`src/rtl/uart_fifo_trx.sv`:
```
// Full-duplex UART with configurable frame, runtime baud divider, TX/RX FIFOs,
// parity/framing error flags, sticky overrun and internal loopback.
module uart_fifo_trx #(
  parameter int DATA_BITS  = 8,
  parameter int PARITY     = 0,
  parameter int STOP_BITS  = 1,
  parameter int FIFO_DEPTH = 16
) (
  input  logic                          clk_i,
  input  logic                          rst_n_i,
  input  logic [31:0]                   baud_div_i,
  input  logic                          loopback_i,
  input  logic                          uart_rx_i,
  output logic                          uart_tx_o,
  input  logic [DATA_BITS-1:0]          tx_data_i,
  input  logic                          tx_data_vld_i,
  output logic                          tx_data_rdy_o,
  output logic [DATA_BITS-1:0]          rx_data_o,
  output logic [1:0]                    rx_err_o,
  output logic                          rx_data_vld_o,
  input  logic                          rx_data_rdy_i,
  output logic [$clog2(FIFO_DEPTH):0]   tx_level_o,
  output logic [$clog2(FIFO_DEPTH):0]   rx_level_o,
  output logic                          rx_overrun_o,
  input  logic                          overrun_clr_i
);
  localparam int   AW  = $clog2(FIFO_DEPTH);
  localparam int   LW  = AW + 1;
  localparam int   RW  = DATA_BITS + 2;
  localparam logic ODD = (PARITY == 1);

  typedef enum logic [2:0] {S_IDLE, S_START, S_DATA, S_PARITY, S_STOP} state_t;

  // TX FIFO
  logic [DATA_BITS-1:0] tx_mem [FIFO_DEPTH];
  logic [AW-1:0]        tx_wr, tx_rd;
  logic [LW-1:0]        tx_count;
  logic [DATA_BITS-1:0] tx_head;
  logic                 tx_push, tx_pop, tx_vld;

  assign tx_data_rdy_o = (tx_count != LW'(FIFO_DEPTH));
  assign tx_vld        = (tx_count != '0);
  assign tx_push       = tx_data_vld_i & tx_data_rdy_o;
  assign tx_head       = tx_mem[tx_rd];
  assign tx_level_o    = tx_count;

  always_ff @(posedge clk_i or negedge rst_n_i) begin
    if (!rst_n_i) begin
      tx_wr    <= '0;
      tx_rd    <= '0;
      tx_count <= '0;
    end else begin
      if (tx_push) tx_wr <= tx_wr + AW'(1);
      if (tx_pop)  tx_rd <= tx_rd + AW'(1);
      if (tx_push && !tx_pop)      tx_count <= tx_count + LW'(1);
      else if (tx_pop && !tx_push) tx_count <= tx_count - LW'(1);
    end
  end

  always_ff @(posedge clk_i) begin
    if (tx_push) tx_mem[tx_wr] <= tx_data_i;
  end

  // TX FSM
  state_t               tx_state, tx_state_nxt;
  logic [31:0]          tx_cnt, tx_cnt_nxt, tx_div, tx_div_nxt;
  logic [3:0]           tx_bit, tx_bit_nxt;
  logic [DATA_BITS-1:0] tx_shift, tx_shift_nxt;
  logic                 tx_par, tx_par_nxt, tx_done, tx_last_stop, tx_line;

  assign tx_done = (tx_cnt == tx_div);

  always_ff @(posedge clk_i or negedge rst_n_i) begin
    if (!rst_n_i) begin
      tx_state <= S_IDLE;
      tx_cnt   <= '0;
      tx_div   <= '0;
      tx_bit   <= '0;
      tx_shift <= '0;
      tx_par   <= 1'b0;
    end else begin
      tx_state <= tx_state_nxt;
      tx_cnt   <= tx_cnt_nxt;
      tx_div   <= tx_div_nxt;
      tx_bit   <= tx_bit_nxt;
      tx_shift <= tx_shift_nxt;
      tx_par   <= tx_par_nxt;
    end
  end

  always_comb begin
    tx_state_nxt = tx_state;
    tx_cnt_nxt   = tx_cnt;
    tx_div_nxt   = tx_div;
    tx_bit_nxt   = tx_bit;
    tx_shift_nxt = tx_shift;
    tx_par_nxt   = tx_par;
    tx_pop       = 1'b0;
    tx_last_stop = 1'b0;
    if (tx_state != S_IDLE) tx_cnt_nxt = tx_done ? '0 : tx_cnt + 32'd1;
    case (tx_state)
      S_START: if (tx_done) begin
        tx_state_nxt = S_DATA;
        tx_bit_nxt   = '0;
      end
      S_DATA: if (tx_done) begin
        tx_shift_nxt = tx_shift >> 1;
        if (tx_bit == 4'(DATA_BITS - 1)) begin
          tx_bit_nxt   = '0;
          tx_state_nxt = (PARITY != 0) ? S_PARITY : S_STOP;
        end else begin
          tx_bit_nxt = tx_bit + 4'd1;
        end
      end
      S_PARITY: if (tx_done) begin
        tx_state_nxt = S_STOP;
        tx_bit_nxt   = '0;
      end
      S_STOP: if (tx_done) begin
        if (tx_bit == 4'(STOP_BITS - 1)) begin
          tx_state_nxt = S_IDLE;
          tx_last_stop = 1'b1;
        end else begin
          tx_bit_nxt = tx_bit + 4'd1;
        end
      end
      default: ;
    endcase
    // Loading on the last stop clock keeps back-to-back frames gap-free.
    if ((tx_state == S_IDLE || tx_last_stop) && tx_vld) begin
      tx_pop       = 1'b1;
      tx_state_nxt = S_START;
      tx_cnt_nxt   = '0;
      tx_div_nxt   = baud_div_i;
      tx_bit_nxt   = '0;
      tx_shift_nxt = tx_head;
      tx_par_nxt   = (^tx_head) ^ ODD;
    end
  end

  always_comb begin
    case (tx_state)
      S_START:  tx_line = 1'b0;
      S_DATA:   tx_line = tx_shift[0];
      S_PARITY: tx_line = tx_par;
      default:  tx_line = 1'b1;
    endcase
  end

  assign uart_tx_o = loopback_i | tx_line;

  // RX synchroniser
  logic rx_meta, rx_s;
  always_ff @(posedge clk_i or negedge rst_n_i) begin
    if (!rst_n_i) begin
      rx_meta <= 1'b1;
      rx_s    <= 1'b1;
    end else begin
      rx_meta <= loopback_i ? tx_line : uart_rx_i;
      rx_s    <= rx_meta;
    end
  end

  // RX FIFO
  logic [RW-1:0] rx_mem [FIFO_DEPTH];
  logic [AW-1:0] rx_wr, rx_rd;
  logic [LW-1:0] rx_count;
  logic [RW-1:0] rx_head, rx_q, rx_word;
  logic          rx_push, rx_pop, rx_fifo_rdy, rx_ovr_set;

  assign rx_fifo_rdy   = (rx_count != LW'(FIFO_DEPTH));
  assign rx_data_vld_o = (rx_count != '0);
  assign rx_pop        = rx_data_rdy_i & rx_data_vld_o;
  assign rx_head       = rx_mem[rx_rd];
  assign rx_level_o    = rx_count;
  assign rx_data_o     = rx_q[DATA_BITS-1:0];
  assign rx_err_o      = rx_q[RW-1:DATA_BITS];

  always_ff @(posedge clk_i or negedge rst_n_i) begin
    if (!rst_n_i) begin
      rx_wr        <= '0;
      rx_rd        <= '0;
      rx_count     <= '0;
      rx_q         <= '0;
      rx_overrun_o <= 1'b0;
    end else begin
      if (rx_push) rx_wr <= rx_wr + AW'(1);
      if (rx_pop)  rx_rd <= rx_rd + AW'(1);
      if (rx_push && !rx_pop)      rx_count <= rx_count + LW'(1);
      else if (rx_pop && !rx_push) rx_count <= rx_count - LW'(1);
      rx_q <= rx_head;
      if (rx_ovr_set)         rx_overrun_o <= 1'b1;
      else if (overrun_clr_i) rx_overrun_o <= 1'b0;
    end
  end

  always_ff @(posedge clk_i) begin
    if (rx_push) rx_mem[rx_wr] <= rx_word;
  end

  // RX FSM
  state_t               rx_state, rx_state_nxt;
  logic [31:0]          rx_cnt, rx_cnt_nxt, rx_div, rx_div_nxt, rx_half;
  logic [3:0]           rx_bit, rx_bit_nxt;
  logic [DATA_BITS-1:0] rx_shift, rx_shift_nxt;
  logic                 rx_perr, rx_perr_nxt, rx_wait_hi, rx_wait_hi_nxt, rx_tick;

  assign rx_half = 32'((33'(rx_div) + 33'd1) >> 1);
  assign rx_tick = (rx_state == S_START) ? (rx_cnt == rx_half) : (rx_cnt == rx_div);
  assign rx_word = {~rx_s, rx_perr, rx_shift};

  always_ff @(posedge clk_i or negedge rst_n_i) begin
    if (!rst_n_i) begin
      rx_state   <= S_IDLE;
      rx_cnt     <= '0;
      rx_div     <= '0;
      rx_bit     <= '0;
      rx_shift   <= '0;
      rx_perr    <= 1'b0;
      rx_wait_hi <= 1'b0;
    end else begin
      rx_state   <= rx_state_nxt;
      rx_cnt     <= rx_cnt_nxt;
      rx_div     <= rx_div_nxt;
      rx_bit     <= rx_bit_nxt;
      rx_shift   <= rx_shift_nxt;
      rx_perr    <= rx_perr_nxt;
      rx_wait_hi <= rx_wait_hi_nxt;
    end
  end

  always_comb begin
    rx_state_nxt   = rx_state;
    rx_cnt_nxt     = rx_cnt;
    rx_div_nxt     = rx_div;
    rx_bit_nxt     = rx_bit;
    rx_shift_nxt   = rx_shift;
    rx_perr_nxt    = rx_perr;
    rx_wait_hi_nxt = rx_wait_hi;
    rx_push        = 1'b0;
    rx_ovr_set     = 1'b0;
    if (rx_state != S_IDLE) rx_cnt_nxt = rx_tick ? '0 : rx_cnt + 32'd1;
    case (rx_state)
      S_IDLE: begin
        if (rx_s) begin
          rx_wait_hi_nxt = 1'b0;
        end else if (!rx_wait_hi) begin
          rx_state_nxt = S_START;
          rx_cnt_nxt   = '0;
          rx_div_nxt   = baud_div_i;
          rx_perr_nxt  = 1'b0;
        end
      end
      S_START: if (rx_tick) begin
        rx_state_nxt = rx_s ? S_IDLE : S_DATA;
        rx_bit_nxt   = '0;
      end
      S_DATA: if (rx_tick) begin
        rx_shift_nxt = {rx_s, rx_shift[DATA_BITS-1:1]};
        if (rx_bit == 4'(DATA_BITS - 1)) begin
          rx_bit_nxt   = '0;
          rx_state_nxt = (PARITY != 0) ? S_PARITY : S_STOP;
        end else begin
          rx_bit_nxt = rx_bit + 4'd1;
        end
      end
      S_PARITY: if (rx_tick) begin
        rx_perr_nxt  = rx_s ^ (^rx_shift) ^ ODD;
        rx_state_nxt = S_STOP;
      end
      S_STOP: if (rx_tick) begin
        rx_state_nxt   = S_IDLE;
        rx_wait_hi_nxt = ~rx_s;
        if (rx_fifo_rdy) rx_push    = 1'b1;
        else             rx_ovr_set = 1'b1;
      end
      default: rx_state_nxt = S_IDLE;
    endcase
  end
endmodule
```
`config.mk`:
```
export PLATFORM = sky130hd
export DESIGN_NAME = uart_fifo_trx
export DESIGN_NICKNAME = d
export VERILOG_FILES = /design/src/rtl/uart_fifo_trx.sv
export SDC_FILE = /design/constraint.sdc
export NUM_CORES = 1
export LEC_CHECK = 0
export CORE_UTILIZATION = 56
export DETAILED_ROUTE_END_ITERATION = 16
export PLACE_DENSITY = 0.74
export SETUP_SLACK_MARGIN = 0.3
export SYNTH_ARGS = -nofsm -noshare
export SYNTH_HDL_FRONTEND = slang
export SYNTH_SLANG_ARGS = --single-unit
```
`constraint.sdc`:
```
create_clock -name clk_i -period 5.8 [get_ports clk_i]
set_input_delay 1.16 -clock clk_i [delete_from_list [all_inputs] [get_ports clk_i]]
set_output_delay 1.16 -clock clk_i [all_outputs]
set_load 0.01 [all_outputs]
```
==> metrics.csv, run 1 <==
stage,metric,value,unit
grt,antenna violations before repair,0,
power_and_ir_drop,Design Power,7870,uW
floorplan,Die Y,203.0,um
grt,vias in the first global route,14090,
grt,total gr overflow,0,
power_and_ir_drop,clock power share,43.3,%
setup_path,crit-path max FO,11,
cts,Post-CTS Setup Repair Bufs,0,
layout,Filler Cell Count,2958,
cts,clk_lat worst skew,0.62,ns
routing,uppermost layer routed,met4,
power_and_ir_drop,Reg power frac,49.9,%
outcome,outcome,"complete, no violations",
routing,post-route ant nets,0,
place,routability cong.,0.9619,
routing,Post-Route WL,53.46,mm
setup_path,CP endpoint,rx_level_o[4],
grt,gr usage total,26.90,%
timing,unrepaired setup endpoints after global routing,false,
synthesis,Synth area leaders,"edfxtp_1 38%, dfrtp_1 22%, mux4_2 6.6%, xnor2_1 3.9%, mux2_2 3.5%",
synthesis,"Seq/Total Area, Yosys",60.33,%
layout,multi-input logic area,8462,um^2
timing,Fin. Hold Viols,0,
synthesis,top cell type's share of synthesized area,38.21,%
cts,clock-pin slew on the worst setup and hold paths,0.06,ns
floorplan,die width,203.0,um
routing,vias per cell,6.187,
synthesis,ys async rst share,40.98,%
power_and_ir_drop,internal power,6068,uW
setup_path,Setup CP Type,register to register,
synthesis,Mapped Nets,1749,
synthesis,Post-synth top cells,"288 x edfxtp_1, 198 x dfrtp_1, 123 x nor2_1",
setup_path,CP Data Arrival Time,5.53,ns
setup_path,"slowest stage cell, crit path",dfrtp_1,
flow_run,Max-Cap Viols,0,
power_and_ir_drop,Comb pwr share,6.8,%
floorplan,core area,39820,um^2
timing,"Setup violations, final",0,
cts,clock tree buffer depth,3,
layout,Antenna Cells,0,
place,Post-DP Area,23830,um^2
routing,first drt pass iteration count,5,
setup_path,Setup crit start kind,register,
power_and_ir_drop,Sw Ratio,22.89,%
grt,first-pass GRT wire length,83.89,mm
setup_path,reg-to-reg endpoint,rx_level_o[4],
setup_path,Reg2Reg Launch Point,rx_div[1],
floorplan,Die Area,41230,um^2
routing,wire length per cell,23.30,um
grt,largest net degree at the start of global routing,135,
setup_path,R2R cell count,18,
cts,CTS Hold Bufs,0,
synthesis,most instantiated library cell after synthesis,edfxtp_1,
cts,CTS sink cnt,488,
routing,met1 WL,23.63,mm
cts,# resized after CTS,0,
timing,"Min Clock Period, post-route",5.036,ns
layout,register area,13660,um^2
place,IO Port Bufs,70,
synthesis,top_reg_cell synth,edfxtp_1,
routing,met2 WL,25.04,mm
setup_path,cells along the critical path,"ha_1, nand4_1, buf_4, nor4_1, mux2_2, or3_1, a2111oi_2, and4bb_1, nand4_4, nor3_2, ha_1, inv_1, ha_1, a21o_1, a21oi_1, xnor2_1, nor2_1, xor2_1",
timing,Total Neg Setup Slack,0,ns
layout,Final Net Count,1800,
setup_path,crit-path max cell delay,0.47,ns
timing,worst slew pin tran,1.242,ns
setup_path,CP dominant cell by count,ha_1,
layout,ratio of cells with drive above 1 in the final layout,15.60,%
synthesis,yosys warns,0,
layout,final instance area,25610,um^2
worst_hold_path,Hold Path Stages,0,
routing,DRC viols,0,
power_and_ir_drop,Peak VDD IR,0.2908,mV
cts,CTS Buf Count,51,
routing,Vias,14190,
setup_path,Worst Setup End Kind,register,
layout,Syn-to-layout area delta,13.16,%
setup_path,"Req. time, crit path",6.30,ns
timing,Max Slew Vio Count,0,
power_and_ir_drop,Psw,1801,uW
timing,maximum clock frequency,0.1986,GHz
setup_path,crit path from,rx_div[1],
timing,Worst Skew,0.05109,ns
synthesis,Synth Register Bits,488,
timing,slew margin rel.,17.02,%
power_and_ir_drop,Power Density,307.3,nW/um^2
routing,Detailed Route Iter0 Violations,1185,
setup_path,flop2flop setup slack,0.76,ns
routing,routed wl met3,3.236,mm
synthesis,synthesized area,22630,um^2
synthesis,Mapped Cells,1675,
power_and_ir_drop,LEAKAGE,0.009253,uW
timing,final worst path period share,86.83,%
place,dpl hpwl,36.11,mm
synthesis,Post-synth EDFFs,288,
cts,TritonCTS clock tree,built,
cts,H-Tree Depth,2,
worst_hold_path,HP Class,register to register,
cts,Clock Root Buffer,clkbuf_16,
floorplan,io pins,71,
floorplan,# rows,73,
synthesis,synthesized area per cell,13.51,um^2
synthesis,post-synthesis cell type count,87,
synthesis,biggest area consumer among synthesized cells,edfxtp_1,
floorplan,Starting Density,56.84,%
## cell families after synthesis
kind of cell / after synthesis / share of synthesized area, %
adders and majority gates: 27 / 1.559
muxes: 190 / 12.61
and+or+nand+nor: 479 / 11.03
buffers and inverters: 139 / 2.410
xor gates and xnor gates: 157 / 6.075
AOI/OAI and AO/OA: 195 / 5.976
DFF: 488 / 60.33
## state kept, by name, summed over array words and instances (netlist names), 3 cells and up
signal / flops
rx_bit: 4
rx_cnt: 32
rx_div: 32
rx_level_o: 5
rx_mem: 160
rx_q: 10
rx_rd: 4
rx_shift: 8
rx_state: 3
rx_wr: 4
tx_bit: 4
tx_cnt: 32
tx_div: 32
tx_level_o: 5
tx_mem: 128
tx_rd: 4
tx_shift: 8
tx_state: 3
tx_wr: 4
## cell usage in the layout, fill, tap and decap left out, types with 43 or more instances in the layout
master | Yosys | layout
and3_1 | 43 | 43
clkbuf_16 | 0 | 51
clkdlybuf4s50_1 | 0 | 69
dfrtp_1 | 198 | 196
edfxtp_1 | 288 | 288
inv_1 | 43 | 43
mux2_2 | 70 | 70
mux2i_1 | 46 | 46
mux4_2 | 66 | 66
nand2_1 | 99 | 99
nand3_1 | 49 | 48
nor2_1 | 123 | 123
o21ai_0 | 44 | 44
xnor2_1 | 101 | 101
xor2_1 | 56 | 56
## critical path: cells and delay by family, from the launching register on
family | cells | cell delay, ns
adders and majority gates | 3 | 0.88
and+or+nand+nor | 7 | 1.81
buffers and inverters | 2 | 0.35
muxes | 1 | 0.38
xor gates and xnor gates | 2 | 0.28
AOI/OAI and AO/OA | 3 | 0.75
DFF | 1 | 0.47
## power groups by stage
stage / Clock [uW] / Combinational [uW] / Sequential [uW]
global placement: 0 / 528 / 3980
CTS: 3470 / 540 / 3930
detailed placement: 0 / 536 / 3990
floorplan: 0 / 335 / 3950
global route: 3610 / 594 / 3940
finish: 3410 / 533 / 3930
## how the worst min path moves through the flow
| stage | slack, ns | to | from |
|---|---|---|---|
| 6_report | 0.35 | rx_s | rx_meta |
| 4_1_cts | 0.35 | rx_s | rx_meta |
| 5_1_grt | 0.36 | rx_s | rx_meta |
| 2_1_floorplan | 0.35 | rx_s | rx_meta |
| 3_3_place_gp | 0.35 | rx_s | rx_meta |
| 3_5_place_dp | 0.35 | rx_s | rx_meta |
## per-stage QoR
step | hold slack, ns | util, % | cells | setup slack [ns]
detailed placement | 0.3537 | 59.85 | 2198 | 0.8311
finish | 0.3508 | 64.31 | 2294 | 0.7638
global route | 0.3587 | 64.31 | 2294 | 0.4220
global placement | 0.3465 | 59.85 | 2198 | 0.9103
floorplan | 0.3452 | - | 1675 | 1.108
CTS | 0.3538 | 64.31 | 2294 | 0.8149
## area by class of cell
class	instances	area share [%]
clock inverters	31	1.563
flip-flops and latches	488	53.33
clock buffers	65	5.383
well taps	525	2.565
multi-input cells	1048	33.04
repair buffers	93	3.478
inverters	44	0.6448
## per-layer routing
metal,GRT usage [%],vias up
met5,0,-
met4,9.157,0
met3,3.965,94
met2,41.99,469
met1,38.90,7231
li1,-,6398
Note: power is estimated with default switching activity, not from simulation.
==> run 2, diff against run 1 <==
Settings changed: CORE_UTILIZATION 56 to 30, PLACE_DENSITY 0.74 to unset, SLEW_MARGIN set to 20.
==> metrics.csv, run 2 (synthesized netlist as in run 1, its figures left out) <==
stage,metric,value,unit
outcome,outcome,"complete, no violations",
layout,biggest regs,"rx_mem: 160 flops, tx_mem: 128 flops",
power_and_ir_drop,Comb pwr share,7.0,%
setup_path,crit-path max FO,14,
timing,slew margin rel.,37.76,%
floorplan,core area,74570,um^2
worst_hold_path,HP Class,register to register,
floorplan,io pins,71,
layout,Syn-to-layout area delta,15.57,%
layout,Filler Cell Count,7176,
layout,Biggest register,rx_mem,
place,placed insts,2646,
cts,clock tree buffer depth,3,
routing,Post-Route WL,56.15,mm
routing,first drt pass iteration count,5,
place,IO Port Bufs,70,
cts,clock-pin slew on the worst setup and hold paths,0.06,ns
power_and_ir_drop,LEAKAGE,0.009246,uW
cts,CTS sink cnt,488,
layout,fin cells,2745,
timing,maximum clock frequency,0.1940,GHz
timing,Max Slew Vio Count,0,
power_and_ir_drop,internal power,6024,uW
layout,ratio of cells with drive above 1 in the final layout,15.77,%
timing,Fin. Hold Viols,0,
cts,Post-CTS Setup Repair Bufs,0,
layout,Antenna Cells,0,
routing,vias per cell,5.053,
timing,unrepaired setup endpoints after global routing,false,
worst_hold_path,Hold Path Stages,0,
place,Post-DP Area,24410,um^2
routing,Vias,13870,
place,dpl hpwl,39.33,mm
power_and_ir_drop,Design Power,7838,uW
floorplan,die width,276.7,um
cts,# resized after CTS,0,
grt,antenna violations before repair,0,
layout,final instance area,26160,um^2
timing,worst setup margin,0.6453,ns
place,routability cong.,0.9130,
setup_path,CP Data Arrival Time,5.63,ns
setup_path,Setup CP Type,register to register,
setup_path,R2R cell count,16,
power_and_ir_drop,Power Density,299.7,nW/um^2
setup_path,Setup crit start kind,register,
timing,worst slew pin tran,0.9301,ns
floorplan,# rows,100,
grt,gr usage total,14.79,%
timing,Worst Skew,0.01813,ns
power_and_ir_drop,Psw,1814,uW
timing,final worst path period share,88.87,%
flow_run,Max-Cap Viols,0,
setup_path,Worst Setup End Kind,register,
routing,wire length per cell,20.46,um
layout,Largest register FFs,160,
timing,"Min Clock Period, post-route",5.155,ns
cts,clk_lat worst skew,0.59,ns
cts,H-Tree Depth,2,
floorplan,Starting Density,30.35,%
grt,vias in the first global route,14360,
cts,Clock Root Buffer,clkbuf_16,
layout,Final Net Count,1806,
place,Placement Setup Slack,0.7159,ns
floorplan,Die Y,276.7,um
timing,"Setup violations, final",0,
power_and_ir_drop,Peak VDD IR,0.2790,mV
timing,Total Neg Setup Slack,0,ns
power_and_ir_drop,Reg power frac,50.1,%
cts,TritonCTS clock tree,built,
grt,largest net degree at the start of global routing,109,
grt,total gr overflow,0,
routing,DRC viols,0,
power_and_ir_drop,Sw Ratio,23.14,%
cts,CTS Hold Bufs,0,
setup_path,"Req. time, crit path",6.27,ns
routing,Detailed Route Iter0 Violations,1055,
layout,"most common cell after layout, fill and taps aside",edfxtp_1,
grt,first-pass GRT wire length,88.69,mm
cts,CTS Buf Count,53,
power_and_ir_drop,clock power share,42.9,%
routing,post-route ant nets,0,
floorplan,Die Area,76550,um^2
layout,most frequent cells in the layout,"288 x edfxtp_1, 196 x dfrtp_1, 123 x nor2_1",
-- run 2: power groups by stage --
stage | logic, uW | clock network, uW | registers (uW)
after floorplan | 335 | 0 | 3950
after global placement | 542 | 0 | 3990
after detailed placement | 552 | 0 | 4000
after CTS | 556 | 3440 | 3930
after global routing | 609 | 3580 | 3940
final | 546 | 3360 | 3930
-- run 2: area by class of cell --
class,instances,area (um^2),share of cell area (%)
clock buffer,75,1520,5.812
clock inverter,24,231.5,0.8849
inverter,44,165.2,0.6314
multi-input combinational,1048,8462,32.35
sequential,488,13660,52.21
tap,969,1212,4.635
timing repair buffer,97,908.4,3.473
-- run 2: worst max-delay path, stage by stage (launching register included) --
cell and delay, ns:
dfrtp_1 0.66, nand3_1 0.41, nor4_2 0.73, nand4_1 0.20, xnor2_1 0.17, a2111oi_0 0.47
and4bb_1 0.38, nand4_4 0.19, nor3_2 0.41, ha_1 0.30, inv_1 0.12, ha_1 0.30
a21o_1 0.18, a21oi_1 0.18, xnor2_1 0.14, nor2_1 0.06, xor2_1 0.14
-- run 2: routing by layer --
layer / GRT usage [%] / wire, um / vias up
li1: - / - / 6401
met1: 20.13 / 25330 / 7116
met2: 24.86 / 27640 / 285
met3: 1.907 / 2041 / 69
met4: 3.803 / 1142 / 0
met5: 0 / 0 / -
-- run 2: through the flow --
step | hold slack, ns | util, %
detailed placement | 0.3641 | 32.73
floorplan | 0.3452 | -
finish | 0.3774 | 35.08
global route | 0.3768 | 35.08
global placement | 0.3620 | 32.73
CTS | 0.3783 | 35.08
-- run 2: worst paths after layout --
check                                from  slack, ns            end
worst max-delay path            rx_div[5]       0.65  rx_level_o[4]
worst min-delay path              rx_meta       0.38           rx_s
worst max register to register  rx_div[5]       0.65  rx_level_o[4]
worst min register to register    rx_meta       0.38           rx_s
max in group asynchronous         rst_n_i       3.84       tx_rd[0]
min in group asynchronous         rst_n_i       0.60     tx_cnt[11]
